$ cat src/rtl/ecc_word_ram.sv
// Simple dual-port ECC codeword RAM with a post-reset zero sweep, write-first bypass and optional output stage.
// Optional error injection ports are enabled by defining ECC_WORD_RAM_ERR_INJ_EN.
module ecc_word_ram #(
  parameter int unsigned WIDTH   = 39,
  parameter int unsigned DEPTH   = 16,
  parameter int unsigned ADDR_W  = 4,
  parameter int unsigned OUT_REG = 0
) (
  input  logic              clk,
  input  logic              rst_n,
  input  logic              wr_en,
  input  logic [ADDR_W-1:0] wr_addr,
  input  logic [WIDTH-1:0]  wr_word,
  input  logic              rd_en,
  input  logic [ADDR_W-1:0] rd_addr,
`ifdef ECC_WORD_RAM_ERR_INJ_EN
  input  logic              inj_en,
  input  logic [WIDTH-1:0]  inj_mask,
`endif
  output logic [WIDTH-1:0]  rd_word,
  output logic              rd_valid,
  output logic              init_done,
  output logic              req_drop
);

  if (ADDR_W != $clog2(DEPTH)) begin : g_bad_addr_w
    $error("ecc_word_ram: ADDR_W must equal clog2(DEPTH)");
  end
  if ((DEPTH < 2) || ((DEPTH & (DEPTH - 1)) != 0)) begin : g_bad_depth
    $error("ecc_word_ram: DEPTH must be a power of two >= 2");
  end
  if ((WIDTH < 2) || (WIDTH > 256)) begin : g_bad_width
    $error("ecc_word_ram: WIDTH must be in 2..256");
  end

  localparam logic [0:0]        ST_INIT   = 1'b0;
  localparam logic [0:0]        ST_READY  = 1'b1;
  localparam logic [ADDR_W-1:0] LAST_ADDR = ADDR_W'(DEPTH - 1);

  logic [WIDTH-1:0]  r_mem [DEPTH];
  logic [0:0]        r_state;
  logic [0:0]        w_state_next;
  logic [ADDR_W-1:0] r_ptr;
  logic [ADDR_W-1:0] w_ptr_next;
  logic              r_init_done;
  logic              r_req_drop;
  logic [WIDTH-1:0]  r_rd1_word;
  logic              r_rd1_valid;
  logic              w_mem_we;
  logic [ADDR_W-1:0] w_mem_addr;
  logic [WIDTH-1:0]  w_mem_data;
  logic              w_rd_fire;
  logic              w_collide;
  logic [WIDTH-1:0]  w_wr_data;

`ifdef ECC_WORD_RAM_ERR_INJ_EN
  assign w_wr_data = inj_en ? (wr_word ^ inj_mask) : wr_word;
`else
  assign w_wr_data = wr_word;
`endif

  assign w_collide = wr_en && (wr_addr == rd_addr);

  // Sweep zeros through the array, then hand the write port to the user
  always_comb begin
    w_state_next = r_state;
    w_ptr_next   = r_ptr;
    w_mem_we     = 1'b0;
    w_mem_addr   = wr_addr;
    w_mem_data   = w_wr_data;
    w_rd_fire    = 1'b0;
    case (r_state)
      ST_INIT: begin
        w_mem_we   = 1'b1;
        w_mem_addr = r_ptr;
        w_mem_data = '0;
        w_ptr_next = r_ptr + ADDR_W'(1);
        if (r_ptr == LAST_ADDR) begin
          w_state_next = ST_READY;
        end
      end
      ST_READY: begin
        w_mem_we  = wr_en;
        w_rd_fire = rd_en;
      end
      default: begin
        w_state_next = ST_INIT;
      end
    endcase
  end

  always_ff @(posedge clk or negedge rst_n) begin
    if (!rst_n) begin
      r_state     <= ST_INIT;
      r_ptr       <= '0;
      r_init_done <= 1'b0;
      r_req_drop  <= 1'b0;
    end else begin
      r_state     <= w_state_next;
      r_ptr       <= w_ptr_next;
      r_init_done <= (w_state_next == ST_READY);
      r_req_drop  <= (wr_en || rd_en) && !r_init_done;
    end
  end

  // Storage is not reset; the sweep provides the known-good contents
  always_ff @(posedge clk) begin
    if (w_mem_we) begin
      r_mem[w_mem_addr] <= w_mem_data;
    end
  end

  always_ff @(posedge clk or negedge rst_n) begin
    if (!rst_n) begin
      r_rd1_word  <= '0;
      r_rd1_valid <= 1'b0;
    end else begin
      r_rd1_valid <= w_rd_fire;
      if (w_rd_fire) begin
        r_rd1_word <= w_collide ? w_wr_data : r_mem[rd_addr];
      end
    end
  end

  if (OUT_REG != 0) begin : g_out_reg
    logic [WIDTH-1:0] r_rd2_word;
    logic             r_rd2_valid;

    always_ff @(posedge clk or negedge rst_n) begin
      if (!rst_n) begin
        r_rd2_word  <= '0;
        r_rd2_valid <= 1'b0;
      end else begin
        r_rd2_word  <= r_rd1_word;
        r_rd2_valid <= r_rd1_valid;
      end
    end

    assign rd_word  = r_rd2_word;
    assign rd_valid = r_rd2_valid;
  end else begin : g_no_out_reg
    assign rd_word  = r_rd1_word;
    assign rd_valid = r_rd1_valid;
  end

  assign init_done = r_init_done;
  assign req_drop  = r_req_drop;

endmodule

$ cat config.mk
export PLATFORM = sky130hd
export DESIGN_NAME = ecc_word_ram
export DESIGN_NICKNAME = d
export VERILOG_FILES = /design/src/rtl/ecc_word_ram.sv
export SDC_FILE = /design/constraint.sdc
export NUM_CORES = 1
export LEC_CHECK = 0
export ABC_AREA = 0
export BUFFER_PORTS_ARGS = -buffer_cell sky130_fd_sc_hd__clkbuf_2
export CORE_ASPECT_RATIO = 0.7
export CORE_UTILIZATION = 30
export CTS_BUF_LIST = sky130_fd_sc_hd__clkbuf_4
export DETAILED_ROUTE_END_ITERATION = 8
export PLACE_DENSITY = 0.45
export SLEW_MARGIN = 20
export SYNTH_ARGS = -nofsm -noshare
export SYNTH_HDL_FRONTEND = slang
export SYNTH_SLANG_ARGS = --single-unit
$ cat constraint.sdc
create_clock -name clk -period 8.15 [get_ports clk]
set_input_delay 1.2225 -clock clk [delete_from_list [all_inputs] [get_ports clk]]
set_output_delay 1.2225 -clock clk [all_outputs]
set_load 0.02 [all_outputs]
# --- Yosys cells after proc, flatten, opt, wreduce, memory -nomap -nowiden ---
# Memories as Yosys holds them, arrays and structs flattened. A register that Yosys moved wholly into a read port is not among the register bits.
# Cells that the tools add are included.
# Widths: inputs -> output; s select.
word_totals:
  ramBits: 624
  inputBits: 51
  word_cells: 20
  register_bits: 7
  memories: 1
  out_inout_bits: 42
op_classes:
  bitwise: 1
  reduce_logical: 4
  addsub: 1
  mux: 8
  n_eq_ne: 1
memory_table:
  columns: ["name", "depth", "width", "read_ports", "rd_ports_with_merged_regs", "wr", "line", "rtl"]
  rows:
  - ["r_mem", 16, 39, 1, 1, 1, "40", "logic [WIDTH-1:0] r_mem [DEPTH];"]
ops:
  columns: ["op", "n"]
  rows:
  - ["$mux 39", 1]
  - ["$mux 1", 5]
  - ["$add 4x1->4 const B", 1]
  - ["$eq 4x4->1 const B", 1]
  - ["$mux 4", 1]
  - ["$logic_not 1->1", 2]
  - ["$pmux 1 s2", 1]
  - ["$logic_and 1x1->1", 1]
  - ["$logic_or 1x1->1", 1]
  - ["$not 1->1", 1]

# --- Depth between registers and ports, before layout ---
# Gate-level depths: netlist of run 1.
depth:
  word_depth: 4
  depth_mapped: 8
  ltp_nobuf: 5

# --- Worst setup path before layout of run 1 ---
# No wires, ideal clock.
synth_timing:
  kind: "in2reg"
  start: "input wr_en"
  end: "memory r_mem[10][0] (enable)"
  path_slack_ns: 4.495
  t_required_ns: 7.715
  path_stages: 3
  t_arrival_ns: 3.219
  path_cell_list: "nor2b_1 -> a32oi_1 -> nor2_1"
synth_via:
  elab_chain_len: 3
synth_rtl:
  columns: ["element", "line", "rtl"]
  rows:
  - ["from (decl)", "11", "input logic wr_en,"]
  - ["$pmux 1 s2", "72", "case (r_state)"]
  - ["$mux 1", "108", "if (w_mem_we) begin"]
  - ["$mux 1 (implied by the code)", "109", "r_mem[w_mem_addr] <= w_mem_data;"]
  - ["to (decl)", "40", null]
# Every way passes these cells.

==> flow_summary_export.csv, run 1 <==
group,metric,value,unit
run_status,status,"finished, final reports clean",
drt,vias_per_cell,4.96,
final_layout,finish.instance_area,30000,um^2
power,combinationalPowerShare,5.8,%
synthesis,synth_commonest_cells,"edfxtp_1 (624), mux4_2 (156), a22oi_1 (78)",
critical_path,worst-path-stages,7,
clock_tree,cts_tree,"done",
place,placed_cells,2347,
timing,timing.fmax,0.206,GHz
place,io_buffers,92,
timing,finClkSkew,0.0516,ns
clock_tree,cts_resized,0,
synthesis,synth.ff_latch_count,670,
timing,hold_viol_final,0,
critical_path,r2r_end,"rd_word[27]",
grt,grt_antenna_before_repair,1,
die,die_area,86300,um^2
critical_path,crit_chain,"buf_4 > mux2i_1 > xnor2_1 > o41ai_4 > buf_4 > a21oi_1 > a221o_1",
critical_path,worst_path_most_repeated_cell,"buf_4",
critical_path,crit_required,8.91,ns
job,max_cap_violations,0,
timing,finalSetupViolCount,0,
synthesis,syn_nets,1214,
critical_path,critPathTopFamily,"buffers and inverters",
place,gp_congestion,0.725,
grt,grt_pass1_vias,14000,
grt,grt_max_degree,91,
die,boundaryPins,93,
timing,worstMarginPinSlew,1.06,ns
clock_tree,cts_max_level,4,
die,rows,89,
drt,first_pass_iters,5,
critical_path,critPathMaxFanout,39,
final_layout,final_cells,2660,
power,power_density,247,nW/um^2
clock_tree,cts-hold-fix-buffers,0,
final_layout,area_growth,17.3,%
critical_path,worst-path-buf-inv,2,
clock_tree,cts-root-buf,"clkbuf_4",
timing,setup-tns-final,0,ns
synthesis,synth_most_common_cell,"edfxtp_1",
critical_path,reg2reg_slack,3.31,ns
grt,grtUsageTotal,16.8,%
critical_path,path_class,"reg -> reg",
final_layout,layout-drive-gt1-share,39.0,%
die,die_w,351,um
timing,post-route-period-util,59.4,%
critical_path,slowest_stage,"dfrtp_2",
critical_path,reg2reg_depth,7,
synthesis,synth_area,25500,um^2
drt,vias,13200,
place,dp_hpwl,33.8,mm
drt,drcViolationCount,0,
die,core_area,84300,um^2
synthesis,syn_avg_cell_area,22.0,um^2
synthesis,synth_top_area_share,73.4,%
power,switching_share,22.6,%
hold_path,hp-class,"in -> async",
drt,wl,71.6,mm
clock_tree,clk_pin_slew_worst_paths,0.07,ns
clock_tree,cts.path.max_buffers,3,
critical_path,worstPathArrival,5.60,ns
synthesis,synthCells,1162,
timing,period_needed,4.84,ns
drt,drtIter0Drc,1452,
critical_path,crit_path_max_incr_delay,0.83,ns
critical_path,timing.rr.start,"init_done",
power,p_leak,9.79,nW
power,p_int,5.72,mW
synthesis,async_reset_ff_share,6.87,%
synthesis,post_synth_num_cell_types,33,
critical_path,crit_path_start,"init_done",
power,p_clk_share,42.4,%
power,power.switching,1.67,mW
clock_tree,clock-sinks,670,
critical_path,critPathLaunchType,"flip-flop",
clock_tree,clk_latency,0.91,ns
drt,avgRoutedWirePerCell,26.9,um
synthesis,synth_edf_count,624,
timing,holdWs,0.363,ns
timing,rsz0062_at_grt,"false",
synthesis,yosys_warnings,0,
grt,grt_pass1_wl,101,mm
final_layout,nets,1432,
clock_tree,postCtsSetupBuffers,0,
synthesis,seq_area_frac_synth,77.9,%
power,pwr-share-seq,51.8,%
critical_path,crit_end,"rd_word[27]",
die,start_util,30.3,%
grt,grt-ovfl-total,0,
timing,slew_violations,0,
drt,final_antenna_net_count,0,
place,post_dp_cell_area,27500,um^2
synthesis,ys.flop_type,"edfxtp_1",
critical_path,end_kind,"flip-flop",
synthesis,yosys.area.top_type,"edfxtp_1",
die,dieHeight,246,um
clock_tree,cts_made_buffers,167,
power,peakVddDrop,0.105,mV
synthesis,synth_area_leaders,"edfxtp_1 (73%), mux4_2 (14%), dfrtp_1 (4.5%)",
timing,relSlewSlack,29.2,%
## power by group through the flow
stage | Clock (mW) | Sequential (mW) | Combinational, mW
3_5_place_dp | 0 | 3.91 | 0.434
6_report | 3.14 | 3.83 | 0.428
3_3_place_gp | 0 | 3.91 | 0.430
4_1_cts | 3.24 | 3.83 | 0.435
5_1_grt | 3.41 | 3.83 | 0.461
2_1_floorplan | 0 | 3.93 | 0.223
## cell type report
type | count | area, um^2
sequential | 670 | 19900
fill | 7891 | 54300
clock inverter | 36 | 359
inverter | 3 | 11.3
tap | 1137 | 1420
multi-input combinational | 416 | 5490
timing repair buffer | 122 | 734
antenna | 2 | 5.00
clock buffer | 274 | 2060
## per-layer routing
layer,share of wire [%],global-route usage (%),vias up,wire length [um]
li1,-,-,5509,-
met1,48,24.7,7146,34700
met2,44,24.4,466,31500
met3,6.4,4.61,78,4590
met4,1.2,4.32,0,885
met5,0,0,-,0
## kinds of logic (layout without fill, tap and decap cells)
kind of cell,after synthesis,after routing,synth area share (%)
AOI/OAI and AO/OA,167,167,4.95
other,0,2,0
DFF,670,670,77.9
buffers and inverters,76,435,1.26
muxes,160,160,13.9
and+or+nand+nor,80,80,1.68
xor gates and xnor gates,8,8,0.274
adders and majority gates,1,1,0.0490
## stage by stage
step	power, mW	worst slack [ns]	util (%)
3_3_place_gp	4.34	3.38	32.6
2_1_floorplan	4.15	4.50	-
4_1_cts	7.50	3.37	35.5
3_5_place_dp	4.34	3.41	32.6
6_report	7.40	3.31	35.6
5_1_grt	7.71	3.11	35.6
## how the worst min path moves through the flow
stage | endpoint | cells past startpoint
after global placement | rd_word[37] | 1
after CTS | rd_word[4] | 2
final | rd_word[35] | 2
after floorplan | r_ptr[1] | 2
after global routing | rd_word[33] | 2
after detailed placement | rd_word[37] | 1
## sequential cells by signal, indices dropped and copies added, names as in the netlist
| register | flops |
|---|---|
| rd_valid | 1 |
| req_drop | 1 |
| rd_word | 39 |
| r_mem | 624 |
| init_done | 1 |
| r_ptr | 4 |
## layout by cell type (no fill, tap or decap), types with 3 or more instances in the layout
| cell | n |
|---|---|
| a21oi_1 | 41 |
| a221o_1 | 39 |
| a22oi_1 | 78 |
| and2_1 | 39 |
| buf_4 | 28 |
| bufinv_16 | 8 |
| clkbuf_2 | 89 |
| clkbuf_4 | 274 |
| clkinv_1 | 21 |
| clkinvlp_4 | 3 |
| dfrtp_1 | 45 |
| edfxtp_1 | 624 |
| inv_1 | 3 |
| mux2i_1 | 3 |
| mux4_2 | 156 |
| nand2_1 | 4 |
| nor2_1 | 7 |
| nor2_4 | 17 |
| xnor2_1 | 6 |
No activity file was read; power rests on OpenSTA's default activity.
==> run 2: changes to the inputs <==
- PLACE_DENSITY: 0.45 -> 0.46
- clock period: 8.15 -> 4.2 ns (I/O delays scaled with it)
==> flow_summary_export.csv, run 2 (synthesis gave the netlist of run 1 again) <==
group,metric,value,unit
final_layout,layout_commonest_cell,"edfxtp_1",
place,post_dp_cell_area,27800,um^2
grt,grt_use_met2,23.9,%
final_layout,largest_reg_flops,624,
drt,final_antenna_net_count,0,
die,core_area,84300,um^2
clock_tree,clock-sinks,670,
grt,gr-max-usage-layer,"met1",
die,dieHeight,246,um
die,boundaryPins,93,
power,p_clk_share,40.5,%
critical_path,critPathLaunchType,"flip-flop",
clock_tree,cts_tree,"done",
grt,grt_use_met1,23.9,%
final_layout,final_cell_mix,"edfxtp_1 (624), clkbuf_4 (250), mux4_2 (156)",
final_layout,nets,1493,
power,peakVddDrop,0.212,mV
clock_tree,cts-root-buf,"clkbuf_4",
timing,period_needed,3.02,ns
timing,setup-tns-final,0,ns
critical_path,crit_required,4.82,ns
power,power_density,458,nW/um^2
drt,first_pass_iters,4,
clock_tree,cts_made_buffers,160,
final_layout,fillCellCount,7920,
final_layout,finish.instance_area,30400,um^2
clock_tree,cts.path.max_buffers,3,
drt,drcViolationCount,0,
final_layout,layout-drive-gt1-share,37.7,%
grt,grt_antenna_before_repair,7,
power,switching_share,23.1,%
clock_tree,cts_max_level,4,
timing,hold_viol_final,0,
power,p_leak,9.99,nW
clock_tree,cts-hold-fix-buffers,40,
timing,timing.fmax,0.331,GHz
grt,grt-ovfl-total,0,
place,dp_hpwl,40.1,mm
clock_tree,postCtsSetupBuffers,0,
job,max_cap_violations,0,
power,combinationalPowerShare,6.3,%
power,power.total,13.9,mW
critical_path,end_kind,"flip-flop",
drt,vias,13300,
hold_path,hp-class,"in -> reg",
drt,drtIter0Drc,1096,
grt,grt_max_degree,47,
critical_path,critPathMaxFanout,39,
drt,avgRoutedWirePerCell,25.3,um
clock_tree,cts_resized,0,
power,power.switching,3.21,mW
critical_path,path_class,"reg -> reg",
timing,worstMarginPinSlew,0.997,ns
die,rows,89,
power,p_int,10.7,mW
die,die_area,86300,um^2
place,gp_congestion,0.734,
timing,finalSetupViolCount,0,
power,pwr-share-seq,53.3,%
run_status,status,"finished, final reports clean",
die,start_util,30.3,%
grt,gr-usage-met3,4.08,%
die,die_w,351,um
critical_path,worstPathArrival,3.64,ns
drt,wl,68.7,mm
final_layout,area_growth,19.1,%
timing,post-route-period-util,72.0,%
grt,grtUsageTotal,16.2,%
final_layout,top_register,"r_mem",
grt,grt_pass1_wl,99.7,mm
timing,finClkSkew,0.0393,ns
clock_tree,clk_latency,0.90,ns
grt,grt_pass1_vias,14100,
timing,slew_violations,0,
timing,rsz0062_at_grt,"false",
place,io_buffers,92,
drt,vias_per_cell,4.90,
timing,relSlewSlack,33.5,%
clock_tree,clk_pin_slew_worst_paths,0.07,ns
-- run 2: cell count changes in the layout (fill, tap and decap cells not counted), sizes merged, moves of 3 or more --
cell         previous run  this run
bufinv                  8         5
clkbuf                363       339
clkinvlp                3         0
buf                    33        61
clkinv                 23        38
dlygate4sd3             0        40
-- run 2: final timing paths --
kind	from	end	slack (ns)	cells after the start
min in group asynchronous	rst_n	rd_word[34]	0.40	2
max in group asynchronous	rst_n	init_done	3.16	2
worst min register to register	rd_word[3]	rd_word[3]	0.51	1
worst max register to register	init_done	r_mem[13][14]	1.18	5
worst min-delay path	wr_word[38]	rd_word[38]	0.07	2
worst max-delay path	init_done	r_mem[13][14]	1.18	5
-- run 2: routing by layer --
metal | up-vias | wire length (um)
li1 | 5643 | -
met1 | 7127 | 33000
met2 | 432 | 30500
met3 | 86 | 4300
met4 | 8 | 939
met5 | - | 56
-- run 2: final cells by class --
class	count	area (um^2)	share of cell area, %
multi-input combinational	416	5490	18.0
tap	1137	1420	4.68
sequential	670	19900	65.4
inverter	3	11.3	0.0370
antenna	3	7.51	0.0247
clock buffer	250	1880	6.17
timing repair buffer	190	1400	4.61
clock inverter	46	317	1.04
-- run 2: power groups by stage --
stage	clock network [mW]	logic, mW	registers [mW]
floorplan	0	0.433	7.62
global placement	0	0.855	7.57
detailed placement	0	0.862	7.58
CTS	5.84	0.894	7.43
global route	6.18	0.944	7.43
finish	5.64	0.873	7.43
-- run 2: metrics by stage --
| stage | std cells | worst slack (ns) | hold WS, ns | utilization, % |
|---|---|---|---|---|
| after floorplan | 1162 | 0.805 | 0.334 | - |
| after global placement | 2376 | 1.15 | 0.495 | 33.0 |
| after detailed placement | 2376 | 1.16 | 0.502 | 33.0 |
| after CTS | 2712 | 1.12 | 0.00413 | 36.1 |
| after global routing | 2714 | 0.990 | 0.0104 | 36.1 |
| final | 2715 | 1.18 | 0.0741 | 36.1 |
-- run 2: worst max-delay path: stages, from the launching register on --
cell     delay [ns]
dfrtp_2        0.91
buf_4          0.41
nor2_1         0.08
a41oi_1        0.70
nor2_4         0.34
buf_4          0.31
==> run 3: changes to the inputs <==
- clock period: 4.2 -> 2.7 ns (I/O delays scaled with it)
==> flow_summary_export.csv, run 3 (synthesis gave the netlist of run 1 again) <==
group,metric,value,unit
run_status,status,"finished, final reports clean",
final_layout,finish.instance_area,31200,um^2
critical_path,critPathLaunchType,"flip-flop",
drt,vias,13500,
clock_tree,clk_pin_slew_worst_paths,0.07,ns
place,io_buffers,92,
power,peakVddDrop,0.344,mV
die,die_w,351,um
clock_tree,cts-hold-fix-buffers,42,
final_layout,final-seq-area,19900,um^2
critical_path,path_class,"reg -> reg",
place,dp_hpwl,40.7,mm
hold_path,hp-class,"in -> async",
grt,grt_max_degree,40,
timing,period_needed,2.40,ns
critical_path,worst-path-stages,8,
timing,worstMarginPinSlew,1.03,ns
place,post_dp_cell_area,28600,um^2
critical_path,worstPathArrival,3.26,ns
power,p_leak,10.3,nW
clock_tree,cts_tree,"done",
drt,vias_per_cell,4.90,
critical_path,worst_path_most_repeated_cell,"buf_4",
power,switching_share,23.0,%
die,boundaryPins,93,
critical_path,slowest_stage,"dfrtp_2",
die,dieHeight,246,um
critical_path,critPathTopFamily,"buffers and inverters",
clock_tree,cts_resized,0,
final_layout,largest_reg_flops,624,
power,power.switching,5.01,mW
final_layout,top_register,"r_mem",
final_layout,final_cell_mix,"edfxtp_1 (624), clkbuf_4 (259), mux4_2 (156)",
timing,slew_violations,0,
critical_path,crit_path_max_incr_delay,0.41,ns
critical_path,reg2reg_depth,8,
clock_tree,clk_latency,1.00,ns
timing,hold_viol_final,0,
critical_path,worst-path-buf-inv,3,
timing,finClkSkew,0.0472,ns
final_layout,layout-drive-gt1-share,39.6,%
timing,timing.fmax,0.416,GHz
final_layout,nets,1539,
grt,grt-ovfl-total,0,
place,gp_congestion,0.742,
timing,post-route-period-util,89.0,%
final_layout,multi_input_area,5490,um^2
drt,first_pass_iters,5,
die,core_area,84300,um^2
final_layout,layout_commonest_cell,"edfxtp_1",
grt,grt_pass1_wl,102,mm
place,placed_cells,2410,
power,p_clk_share,40.4,%
die,die_area,86300,um^2
final_layout,fin_util,37.0,%
grt,grtUsageTotal,16.8,%
die,start_util,30.3,%
critical_path,critPathMaxFanout,19,
power,power_density,698,nW/um^2
clock_tree,cts_made_buffers,170,
final_layout,final_cells,2758,
clock_tree,cts-root-buf,"clkbuf_4",
timing,rsz0062_at_grt,"false",
timing,relSlewSlack,31.3,%
drt,drtIter0Drc,1162,
drt,wl,70.4,mm
drt,avgRoutedWirePerCell,25.5,um
clock_tree,cts_max_level,4,
grt,grt_antenna_before_repair,4,
final_layout,area_growth,22.3,%
clock_tree,cts.path.max_buffers,3,
power,pwr-share-seq,53.0,%
drt,final_antenna_net_count,0,
job,max_cap_violations,0,
final_layout,fillCellCount,7834,
power,combinationalPowerShare,6.6,%
critical_path,end_kind,"flip-flop",
drt,drcViolationCount,0,
power,power.total,21.8,mW
critical_path,crit_required,3.55,ns
critical_path,crit_chain,"buf_4 > mux2i_1 > xnor2_1 > o41ai_4 > buf_12 > buf_4 > a21oi_1 > a221o_1",
clock_tree,postCtsSetupBuffers,0,
clock_tree,clock-sinks,670,
power,p_int,16.8,mW
grt,grt_pass1_vias,14300,
die,rows,89,
timing,finalSetupViolCount,0,
-- run 3: final timing paths --
kind	start	slack, ns	endpoint
worst min-delay path	rst_n	0.12	req_drop
worst min register to register	rd_word[11]	0.51	rd_word[11]
max in group asynchronous	rst_n	1.76	rd_word[36]
min in group clk	wr_word[17]	0.20	rd_word[17]
worst max register to register	init_done	0.30	rd_word[8]
worst max-delay path	init_done	0.30	rd_word[8]
-- run 3: power by group through the flow --
stage	Sequential, mW	Combinational [mW]	Clock [mW]
detailed placement	11.8	1.42	0
CTS	11.6	1.47	9.15
global placement	11.8	1.40	0
floorplan	11.9	0.682	0
finish	11.6	1.43	8.82
global route	11.6	1.54	9.65
-- run 3: metrics by stage --
stage	setup slack, ns	hold WS [ns]	setup TNS (ns)
4_1_cts	0.336	0.0442	0
5_1_grt	0.181	0.136	0
6_report	0.296	0.122	0
2_1_floorplan	-0.630	0.109	-93.26
3_5_place_dp	0.272	0.503	0
3_3_place_gp	0.276	0.503	0
-- run 3: metal layers --
layer / part of all wire, % / global-route usage, % / wire [um] / up-vias
met2: 46 / 25.2 / 32600 / 421
met3: 6.0 / 3.91 / 4190 / 82
li1: - / - / - / 5738
met1: 46 / 23.8 / 32500 / 7265
met4: 1.5 / 5.66 / 1070 / 0
met5: 0 / 0 / 0 / -
-- run 3: area by class of cell --
class                      count  share of cell area (%)
sequential                   670                    63.7
antenna                        4                  0.0321
inverter                       3                  0.0361
clock buffer                 259                    6.23
timing repair buffer         226                    6.97
tap                         1137                    4.56
clock inverter                43                   0.910
multi-input combinational    416                    17.6
-- run 3: worst reg2reg max path: cells and delay by family, from the launching register on --
kind	cells	cell delay, ns
AOI/OAI and AO/OA	3	0.68
DFF	1	0.41
xor gates and xnor gates	1	0.18
muxes	1	0.32
buffers and inverters	3	0.71
